===== src/rtl/parity_sched_pkg.sv =====
// Shared constants and types for the parity scheduler slice.
package parity_sched_pkg;

    localparam int unsigned NUM_REQ_DEF   = 4;
    localparam int unsigned BIT_WIDTH_DEF = 6;
    localparam int unsigned ID_W_DEF      = $clog2(NUM_REQ_DEF);
    localparam logic [15:0] COUNT_MAX     = 16'hFFFF;

    typedef logic [ID_W_DEF-1:0] id_t;

    function automatic int unsigned word_width(input int unsigned bit_width);
        return 32'd1 << bit_width;
    endfunction

endpackage


===== src/rtl/parity_rr_arb.sv =====
// Round-robin arbiter: rotating-priority one-hot grant starting after the last winner.
import parity_sched_pkg::*;

module parity_rr_arb #(
    parameter int unsigned NUM_REQ = NUM_REQ_DEF,
    parameter int unsigned ID_W    = $clog2(NUM_REQ)
) (
    input  logic               clk,
    input  logic               rst,
    input  logic [NUM_REQ-1:0] req_i,
    input  logic               en_i,
    output logic [NUM_REQ-1:0] gnt_c_o,
    output logic [ID_W-1:0]    idx_c_o
);

    logic [ID_W-1:0] ptr_q, ptr_d;
    logic            found;
    int unsigned     cand;

    // Search ptr+1, ptr+2, ... wrapping; first valid requester wins.
    always_comb begin
        gnt_c_o = '0;
        idx_c_o = '0;
        found   = 1'b0;
        cand    = 0;
        for (int unsigned k = 1; k <= NUM_REQ; k++) begin
            cand = (32'(ptr_q) + k) % NUM_REQ;
            if (en_i && !found && req_i[cand]) begin
                found         = 1'b1;
                gnt_c_o[cand] = 1'b1;
                idx_c_o       = ID_W'(cand);
            end
        end
    end

    always_comb begin
        ptr_d = ptr_q;
        if (found) ptr_d = idx_c_o;
    end

    always_ff @(posedge clk) begin
        if (rst) ptr_q <= ID_W'(NUM_REQ - 1);
        else     ptr_q <= ptr_d;
    end

endmodule


===== src/rtl/xorTree.sv =====
// Combinational even-parity reducer over a 2**BIT_WIDTH bit word.
module xorTree #(
    parameter int unsigned BIT_WIDTH = 6
) (
    input  logic [(1<<BIT_WIDTH)-1:0] data_i,
    output logic                      parity_o
);

    assign parity_o = ^data_i;

endmodule


===== src/rtl/parity_sched.sv =====
// Shares one xorTree between NUM_REQ requesters via a round-robin grant and a 2-stage pipeline.
// Optional saturating error counter enabled by PARITY_SCHED_ERRCNT_EN.
import parity_sched_pkg::*;

module parity_sched #(
    parameter int unsigned NUM_REQ   = NUM_REQ_DEF,
    parameter int unsigned BIT_WIDTH = BIT_WIDTH_DEF,
    parameter int unsigned ID_W      = $clog2(NUM_REQ)
) (
    input  logic                                   clk,
    input  logic                                   rst,
    input  logic [NUM_REQ-1:0]                     req_valid,
    output logic [NUM_REQ-1:0]                     req_ready,
    input  logic [NUM_REQ*word_width(BIT_WIDTH)-1:0] req_data,
    input  logic [NUM_REQ-1:0]                     req_exp_par,
    output logic                                   rsp_valid,
    input  logic                                   rsp_ready,
    output logic [ID_W-1:0]                        rsp_id,
    output logic                                   rsp_par,
    output logic                                   rsp_err,
    output logic [15:0]                            err_count
);

    localparam int unsigned WIDTH = word_width(BIT_WIDTH);

    logic               s1_valid_q, s1_valid_d;
    logic [ID_W-1:0]    s1_id_q, s1_id_d;
    logic [WIDTH-1:0]   s1_data_q, s1_data_d;
    logic               s1_exp_q, s1_exp_d;
    logic               rsp_valid_q, rsp_valid_d;
    logic [ID_W-1:0]    rsp_id_q, rsp_id_d;
    logic               rsp_par_q, rsp_par_d;
    logic               rsp_err_q, rsp_err_d;

    logic               stall;
    logic               s1_adv;
    logic [NUM_REQ-1:0] gnt;
    logic [ID_W-1:0]    gnt_idx;
    logic               s1_par;

    assign stall  = rsp_valid_q & ~rsp_ready;
    assign s1_adv = ~stall | ~s1_valid_q;

    // Grants suppressed during reset so req_ready reads 0 while rst is high.
    parity_rr_arb #(.NUM_REQ(NUM_REQ), .ID_W(ID_W)) u_arb (
        .clk     (clk),
        .rst     (rst),
        .req_i   (req_valid),
        .en_i    (s1_adv & ~rst),
        .gnt_c_o (gnt),
        .idx_c_o (gnt_idx)
    );

    xorTree #(.BIT_WIDTH(BIT_WIDTH)) u_xor (
        .data_i   (s1_data_q),
        .parity_o (s1_par)
    );

    always_comb begin
        s1_valid_d  = s1_valid_q;
        s1_id_d     = s1_id_q;
        s1_data_d   = s1_data_q;
        s1_exp_d    = s1_exp_q;
        rsp_valid_d = rsp_valid_q;
        rsp_id_d    = rsp_id_q;
        rsp_par_d   = rsp_par_q;
        rsp_err_d   = rsp_err_q;
        if (s1_adv) begin
            s1_valid_d = |gnt;
            s1_id_d    = gnt_idx;
            s1_data_d  = req_data[32'(gnt_idx)*WIDTH +: WIDTH];
            s1_exp_d   = req_exp_par[gnt_idx];
        end
        if (!stall) begin
            rsp_valid_d = s1_valid_q;
            if (s1_valid_q) begin
                rsp_id_d  = s1_id_q;
                rsp_par_d = s1_par;
                rsp_err_d = s1_par ^ s1_exp_q;
            end
        end
    end

    always_ff @(posedge clk) begin
        if (rst) begin
            s1_valid_q  <= 1'b0;
            s1_id_q     <= '0;
            s1_data_q   <= '0;
            s1_exp_q    <= 1'b0;
            rsp_valid_q <= 1'b0;
            rsp_id_q    <= '0;
            rsp_par_q   <= 1'b0;
            rsp_err_q   <= 1'b0;
        end else begin
            s1_valid_q  <= s1_valid_d;
            s1_id_q     <= s1_id_d;
            s1_data_q   <= s1_data_d;
            s1_exp_q    <= s1_exp_d;
            rsp_valid_q <= rsp_valid_d;
            rsp_id_q    <= rsp_id_d;
            rsp_par_q   <= rsp_par_d;
            rsp_err_q   <= rsp_err_d;
        end
    end

    assign req_ready = gnt;
    assign rsp_valid = rsp_valid_q;
    assign rsp_id    = rsp_id_q;
    assign rsp_par   = rsp_par_q;
    assign rsp_err   = rsp_err_q;

`ifdef PARITY_SCHED_ERRCNT_EN
    logic [15:0] err_count_q, err_count_d;

    // Counts accepted erroring responses only; sticks at COUNT_MAX.
    always_comb begin
        err_count_d = err_count_q;
        if (rsp_valid_q && rsp_ready && rsp_err_q && (err_count_q != COUNT_MAX))
            err_count_d = err_count_q + 16'd1;
    end

    always_ff @(posedge clk) begin
        if (rst) err_count_q <= 16'h0000;
        else     err_count_q <= err_count_d;
    end

    assign err_count = err_count_q;
`else
    assign err_count = 16'h0000;
`endif

endmodule

===== config.mk =====
export PLATFORM = sky130hd
export DESIGN_NAME = parity_sched
export DESIGN_NICKNAME = d
export VERILOG_FILES = /design/src/rtl/parity_sched_pkg.sv /design/src/rtl/parity_rr_arb.sv /design/src/rtl/xorTree.sv /design/src/rtl/parity_sched.sv
export SDC_FILE = /design/constraint.sdc
export NUM_CORES = 1
export LEC_CHECK = 0
export CAP_MARGIN = 20
export CORE_MARGIN = 2
export CORE_UTILIZATION = 46
export CTS_BUF_LIST = sky130_fd_sc_hd__clkbuf_4 sky130_fd_sc_hd__clkbuf_8
export CTS_CLUSTER_DIAMETER = 200
export DETAILED_ROUTE_END_ITERATION = 16
export PLACE_DENSITY_LB_ADDON = 0.15
export SLEW_MARGIN = 10
export SYNTH_ARGS = -nofsm -noshare
export SYNTH_HDL_FRONTEND = slang
export SYNTH_SLANG_ARGS = --single-unit

===== constraint.sdc =====
create_clock -name clk -period 7.04 [get_ports clk]
set_clock_uncertainty 0.05 [all_clocks]
set_input_delay 1.408 -clock clk [delete_from_list [all_inputs] [get_ports clk]]
set_output_delay 1.408 -clock clk [all_outputs]
set_load 0.05 [all_outputs]

After elaboration in Yosys (flattened, before gate mapping)

Index checks and enable logic that the tools add are counted.
W data, S select, Z words.

Output and inout port bits: 25
Register bits after elaboration: 75
Logic and storage cells: 81

Bitwise logic cells: 11
Shifts and indexed selects: 1
Magnitude comparators: 9
Reduce and logical (&&, ||, !) cells: 17
Muxes and demuxes: 30
Add/sub/neg operators: 4

Operators with widths:

| operator              | number |
|---|---|
| $shiftx A256 B9 Y64   | 1 |
| $reduce_xor A64 Y1    | 1 |
| $mux W4               | 4 |
| $lt A2 B3 Y1 const B  | 5 |
| $mux W1               | 13 |
| $or A4 B4 Y4          | 3 |
| $logic_and A1 B1 Y1   | 11 |
| $bmux W1 S2           | 5 |
| $demux W1 S2          | 4 |
| $ge A2 B1 Y1 const B  | 4 |
| $mux W2               | 4 |
| $add A2 B1 Y2 const B | 2 |
| $add A2 B2 Y2 const B | 2 |
| $not A1 Y1            | 4 |
| $reduce_or A4 Y1      | 1 |
| $logic_not A1 Y1      | 3 |
| $and A1 B1 Y1         | 2 |
| $reduce_and A2 Y1     | 1 |
| $or A1 B1 Y1          | 1 |
| $xor A1 B1 Y1         | 1 |

Depth between registers and ports, before layout

Word-level depth: 21
Gate-level depth with buffers: 14
Depth with buffers taken out: 10

By module

Synthesis repeated with hierarchy kept, for this count alone.

Cells, all modules: 407
Area total of the unflattened synthesis: 5052.3 um^2

Modules (own cells, without submodules):

| module        | times used | seq. area each (um^2) | area an instance (um^2) | cells an instance |
|---|---|---|---|---|
| parity_sched  | 1          | 1461.4                | 3937.5                  | 277 |
| parity_rr_arb | 1          | 40.0                  | 563.0                   | 67 |
| xorTree       | 1          | 0.0                   | 551.8                   | 63 |

Worst setup path after synthesis

OpenSTA, ideal clock, no wires.

Path type: input -> output
From: input port req_valid[2]
To: output port req_ready[0]
Data arrival time: 3.460 ns
Buffers on the path: 1
Stages: 5
Setup slack: 2.122 ns
Path through: mux4_2 > buf_6 > nor2b_1 > a22oi_1 > o21ai_0

Word-level cells in the longest chain between the ends: 16

RTL lines:

| item                              | line                | source |
|---|---|---|
| start, declared                   | parity_sched.sv:12  | `input logic [NUM_REQ-1:0] req_valid,` |
| $bmux W1 S2                       | parity_rr_arb.sv:28 | `if (en_i && !found && req_i[cand]) begin` |
| $mux W1 (not written as such)     | parity_rr_arb.sv:28 |  |
| $logic_and A1 B1 Y1               | parity_rr_arb.sv:28 |  |
| $mux W1                           | parity_rr_arb.sv:28 |  |
| $logic_not A1 Y1                  | parity_rr_arb.sv:28 |  |
| $logic_and A1 B1 Y1 (2 in series) | parity_rr_arb.sv:28 |  |
| $mux W1                           | parity_rr_arb.sv:28 |  |
| $logic_not A1 Y1                  | parity_rr_arb.sv:28 |  |
| $logic_and A1 B1 Y1 (2 in series) | parity_rr_arb.sv:28 |  |
| $mux W1                           | parity_rr_arb.sv:28 |  |
| $logic_not A1 Y1                  | parity_rr_arb.sv:28 |  |
| $logic_and A1 B1 Y1 (2 in series) | parity_rr_arb.sv:28 |  |
| $mux W4 *                         | parity_rr_arb.sv:28 |  |
| end, declared                     | parity_sched.sv:13  | `output logic [NUM_REQ-1:0] req_ready,` |

Mark *: on every way between the ends. The rest lies on a longest branch, timed or not. The select of a mux whose other input is x is not followed.

Worst setup path after layout

From: input port req_valid[3]
To: output port req_ready[0]

Same word-level chain as after synthesis.

==> flow_metrics.py <==
metrics = {
    "outcome": {
        "status": "completed",
    },
    "die": {
        "fp.dieH_um": 118,
        "die_area_um2": 14000,
        "ios": 292,
        "core_um2": 12700,
        "dieWidth_um": 118,
        "placementRows": 41,
        "start_util_pct": 47.5,
    },
    "worst_setup_path": {
        "crit_path_end_kind": "output port",
        "max_stage_delay_ps": 860,
        "crit_slowest_cell": "clkdlybuf4s50_1",
        "cp.required_ps": 5580,
        "crit_type": "in2out",
        "path_delay_family": "buffers and inverters",
        "rrSetupSlack_ps": 2770,
        "timing.critical_path.from": "req_valid[3]",
        "regToRegStartpoint": "u_arb.ptr_q[0]$_SDFFE_PP1P_",
        "critPathCapture": "req_ready[0]",
        "reg2reg_depth": 9,
        "path_cells": "clkdlybuf4s50_1, mux4_2, nor4b_4, a22oi_1, o21ai_0, clkdlybuf4s50_1",
        "worstPathArrival_ps": 4190,
        "critPathMaxFanout": 10,
        "rr_endpoint": "s1_data_q[11]$_SDFFE_PP0N_",
        "crit_path_frequent_cell": "clkdlybuf4s50_1",
        "crit_cells": 6,
        "startpoint_type": "input pin",
        "crit_buf_inv": 2,
    },
    "power": {
        "seq_power_share_pct": 17.8,
        "combPwrFrac_pct": 74.6,
        "p_sw_share_pct": 39.7,
        "max-vdd-ir-drop_v": 0.000631,
        "power_leakage_uw": 0.00320,
        "powerDensity_nw_per_um2": 486,
        "switchingPower_uw": 1700,
        "intPower_uw": 2580,
        "clockPowerShare_pct": 7.6,
        "p_total_uw": 4280,
    },
    "route": {
        "drt_iter0_markers": 162,
        "wl_um": 15800,
        "via_count": 5219,
        "drcViolationCount": 0,
        "vias_per_cell": 5.12,
        "routedWlPerCell_um": 15.5,
        "detail_route.first_pass.iterations": 4,
        "ant_nets": 0,
    },
    "timing": {
        "drv_slew": 0,
        "timing.hold.ws_ps": 444,
        "tightest_slew_ps": 1070,
        "finalHoldViolations": 0,
        "max_clock_freq_mhz": 177,
        "period_share_pct": 80.2,
        "setup_viol": 0,
        "period_needed_ps": 5650,
        "timing.slew.headroom_pct": 28.8,
        "rsz0062_at_grt": "no",
        "fin_setup_tns_ps": 0,
        "setup_ws_ps": 1390,
    },
    "layout": {
        "n_fill_cell": 1005,
        "drive_above_1_share_pct": 11.6,
        "diodes": 0,
        "syn_to_final_growth_pct": 46.4,
        "ff_latch_area_um2": 1500,
        "multi_input_area_um2": 4070,
        "layout.nets": 1118,
    },
    "placed_design": {
        "gp_congestion": 0.842,
        "dpl_worst_slack_ps": 1420,
        "dp_hpwl_um": 12000,
        "io_buffers": 275,
    },
    "yosys": {
        "synth_warnings": 0,
        "synthCells": 600,
        "synth_flop_cell": "dfxtp_1",
        "synth_xor_area_share_pct": 9.57,
        "synth_compound_gate_area_share_pct": 9.55,
        "syn_area_um2": 6010,
        "synthAdderAreaFrac_pct": 1.66,
        "synth-seq-cells": 75,
        "synth_simple_gate_area_share_pct": 9.63,
        "synth_top_family_by_area": "multiplexers",
        "muxShareOfSynthArea_pct": 36.0,
        "synth_cell_types": 40,
        "avgSynthCellArea_um2": 10.0,
        "ys_seq_area_share_pct": 25.0,
        "synth_edf_count": 0,
        "ys_async_sr_fraction_pct": 0,
    },
    "global_routing": {
        "antenna_found_initial": 0,
        "grt_max_degree": 76,
        "grt_pass1_wl_um": 25600,
        "grt_usage_pct": 22.1,
        "grt_pass1_vias": 5312,
        "gr-total-overflow": 0,
    },
    "clock_tree": {
        "clkTransAtPathRegs_ps": 70,
        "clk_latency_ps": 340,
        "cts_buffers": 9,
        "cts_tree": "done",
        "cts_setup_buffers": 0,
        "cts_resized": 0,
        "cts_root_buf": "clkbuf_8",
        "cts.sinks": 75,
        "h-tree-depth": 3,
        "clockBufferDepth": 2,
        "postCtsHoldBufs": 0,
    },
    "hold_path": {
        "hp-class": "reg2reg",
        "min_path_cells": 2,
    },
    "run": {
        "maxCapViolCount": 0,
    },
}
[cell families (layout without fill, tap and decap cells)]
group,count (synthesis),in the layout
fa+ha+maj,8,8
simple gates,93,93
compound gates,89,89
mux,203,203
xor+xnor,64,64
flops,75,75
other cells,1,16
buf+inv,67,300
[cell usage after synthesis, drive strengths merged, types with 2 or more instances]
| cell | number | area, µm² |
|---|---|---|
| nor2b | 3 | 21.3 |
| xnor2 | 56 | 490 |
| nand2 | 4 | 15.0 |
| a22oi | 7 | 52.6 |
| mux4 | 4 | 90.1 |
| a21oi | 2 | 10.0 |
| ha | 8 | 100 |
| xor2 | 7 | 61.3 |
| clkbuf | 32 | 135 |
| a32oi | 2 | 17.5 |
| nor3 | 2 | 21.3 |
| nand2b | 70 | 438 |
| nor2 | 9 | 33.8 |
| a31oi | 2 | 12.5 |
| mux2i | 134 | 1340 |
| dfxtp | 75 | 1500 |
| inv | 3 | 11.3 |
| buf | 32 | 369 |
| o21ai | 5 | 25.0 |
| mux2 | 65 | 732 |
| o22ai | 65 | 407 |
[worst min path at each step]
stage | startpoint | end | slack (ps)
finish | s1_exp_q$_SDFFE_PP0N_ | s1_exp_q$_SDFFE_PP0N_ | 440
CTS | s1_exp_q$_SDFFE_PP0N_ | s1_exp_q$_SDFFE_PP0N_ | 440
floorplan | s1_id_q[0]$_SDFFE_PP0N_ | rsp_id[0]$_SDFFE_PP0P_ | 410
global route | s1_exp_q$_SDFFE_PP0N_ | s1_exp_q$_SDFFE_PP0N_ | 450
detailed placement | s1_exp_q$_SDFFE_PP0N_ | s1_exp_q$_SDFFE_PP0N_ | 430
global placement | s1_id_q[0]$_SDFFE_PP0N_ | rsp_id[0]$_SDFFE_PP0P_ | 420
[layout by cell type, fill, tap and decap left out, types with 2 or more instances in the layout]
cell and n:
a32oi_1 2, ha_1 8, clkdlybuf4s50_1 274, mux2i_1 134, mux2_2 65, nand2_1 4, conb_1 16, buf_4 5
xnor2_1 56, nor2_1 9, o22ai_1 65, clkbuf_4 2, o21ai_0 5, inv_1 3, xor2_1 7, clkbuf_8 13
a31oi_1 2, dfxtp_1 75, nor2b_1 2, mux4_2 4, a22oi_1 7, nand2b_1 69
[tightest hold or removal path: stages, from the launching register on]
cell and delay, ps:
dfxtp_1 310, nand2b_1 60, o22ai_1 70
[through the flow]
| step | util, % | instance area (µm²) | cells |
|---|---|---|---|
| after floorplan | - | 6070 | 615 |
| after global placement | 67.9 | 8610 | 1004 |
| after detailed placement | 67.9 | 8610 | 1004 |
| after CTS | 69.5 | 8810 | 1020 |
| after global routing | 69.5 | 8810 | 1020 |
| final | 69.5 | 8810 | 1020 |
[power groups by stage]
stage                     clock (µW)  combinational [µW]  sequential (µW)
after detailed placement           0                3210              772
final                            325                3190              763
after global placement             0                3170              761
after global routing             351                3510              786
after CTS                        331                3230              763
after floorplan                    0                2790              748
[sequential cells by signal, indices dropped and copies added, names as in the netlist]
name / cells
s1_data_q: 64
rsp_id: 2
s1_id_q: 2
u_arb.ptr_q: 2
rsp_err: 1
rsp_par: 1
rsp_valid: 1
s1_exp_q: 1
s1_valid_q: 1
[final cells by class]
cell class / count / share of cell area (%)
clock buffers: 15 / 2.20
clock inverters: 1 / 0.0568
flip-flops and latches: 75 / 17.1
inverters: 3 / 0.128
well taps: 172 / 2.44
repair buffers: 281 / 31.9
multi-input cells: 473 / 46.3
[metal layers]
layer	GRT usage, %	vias up	part of all wire, %
li1	-	2619	-
met1	26.4	2375	41
met2	39.7	212	50
met3	4.97	13	7.2
met4	5.35	0	1.1
met5	0	-	0
No activity file was read; power rests on OpenSTA's default activity.
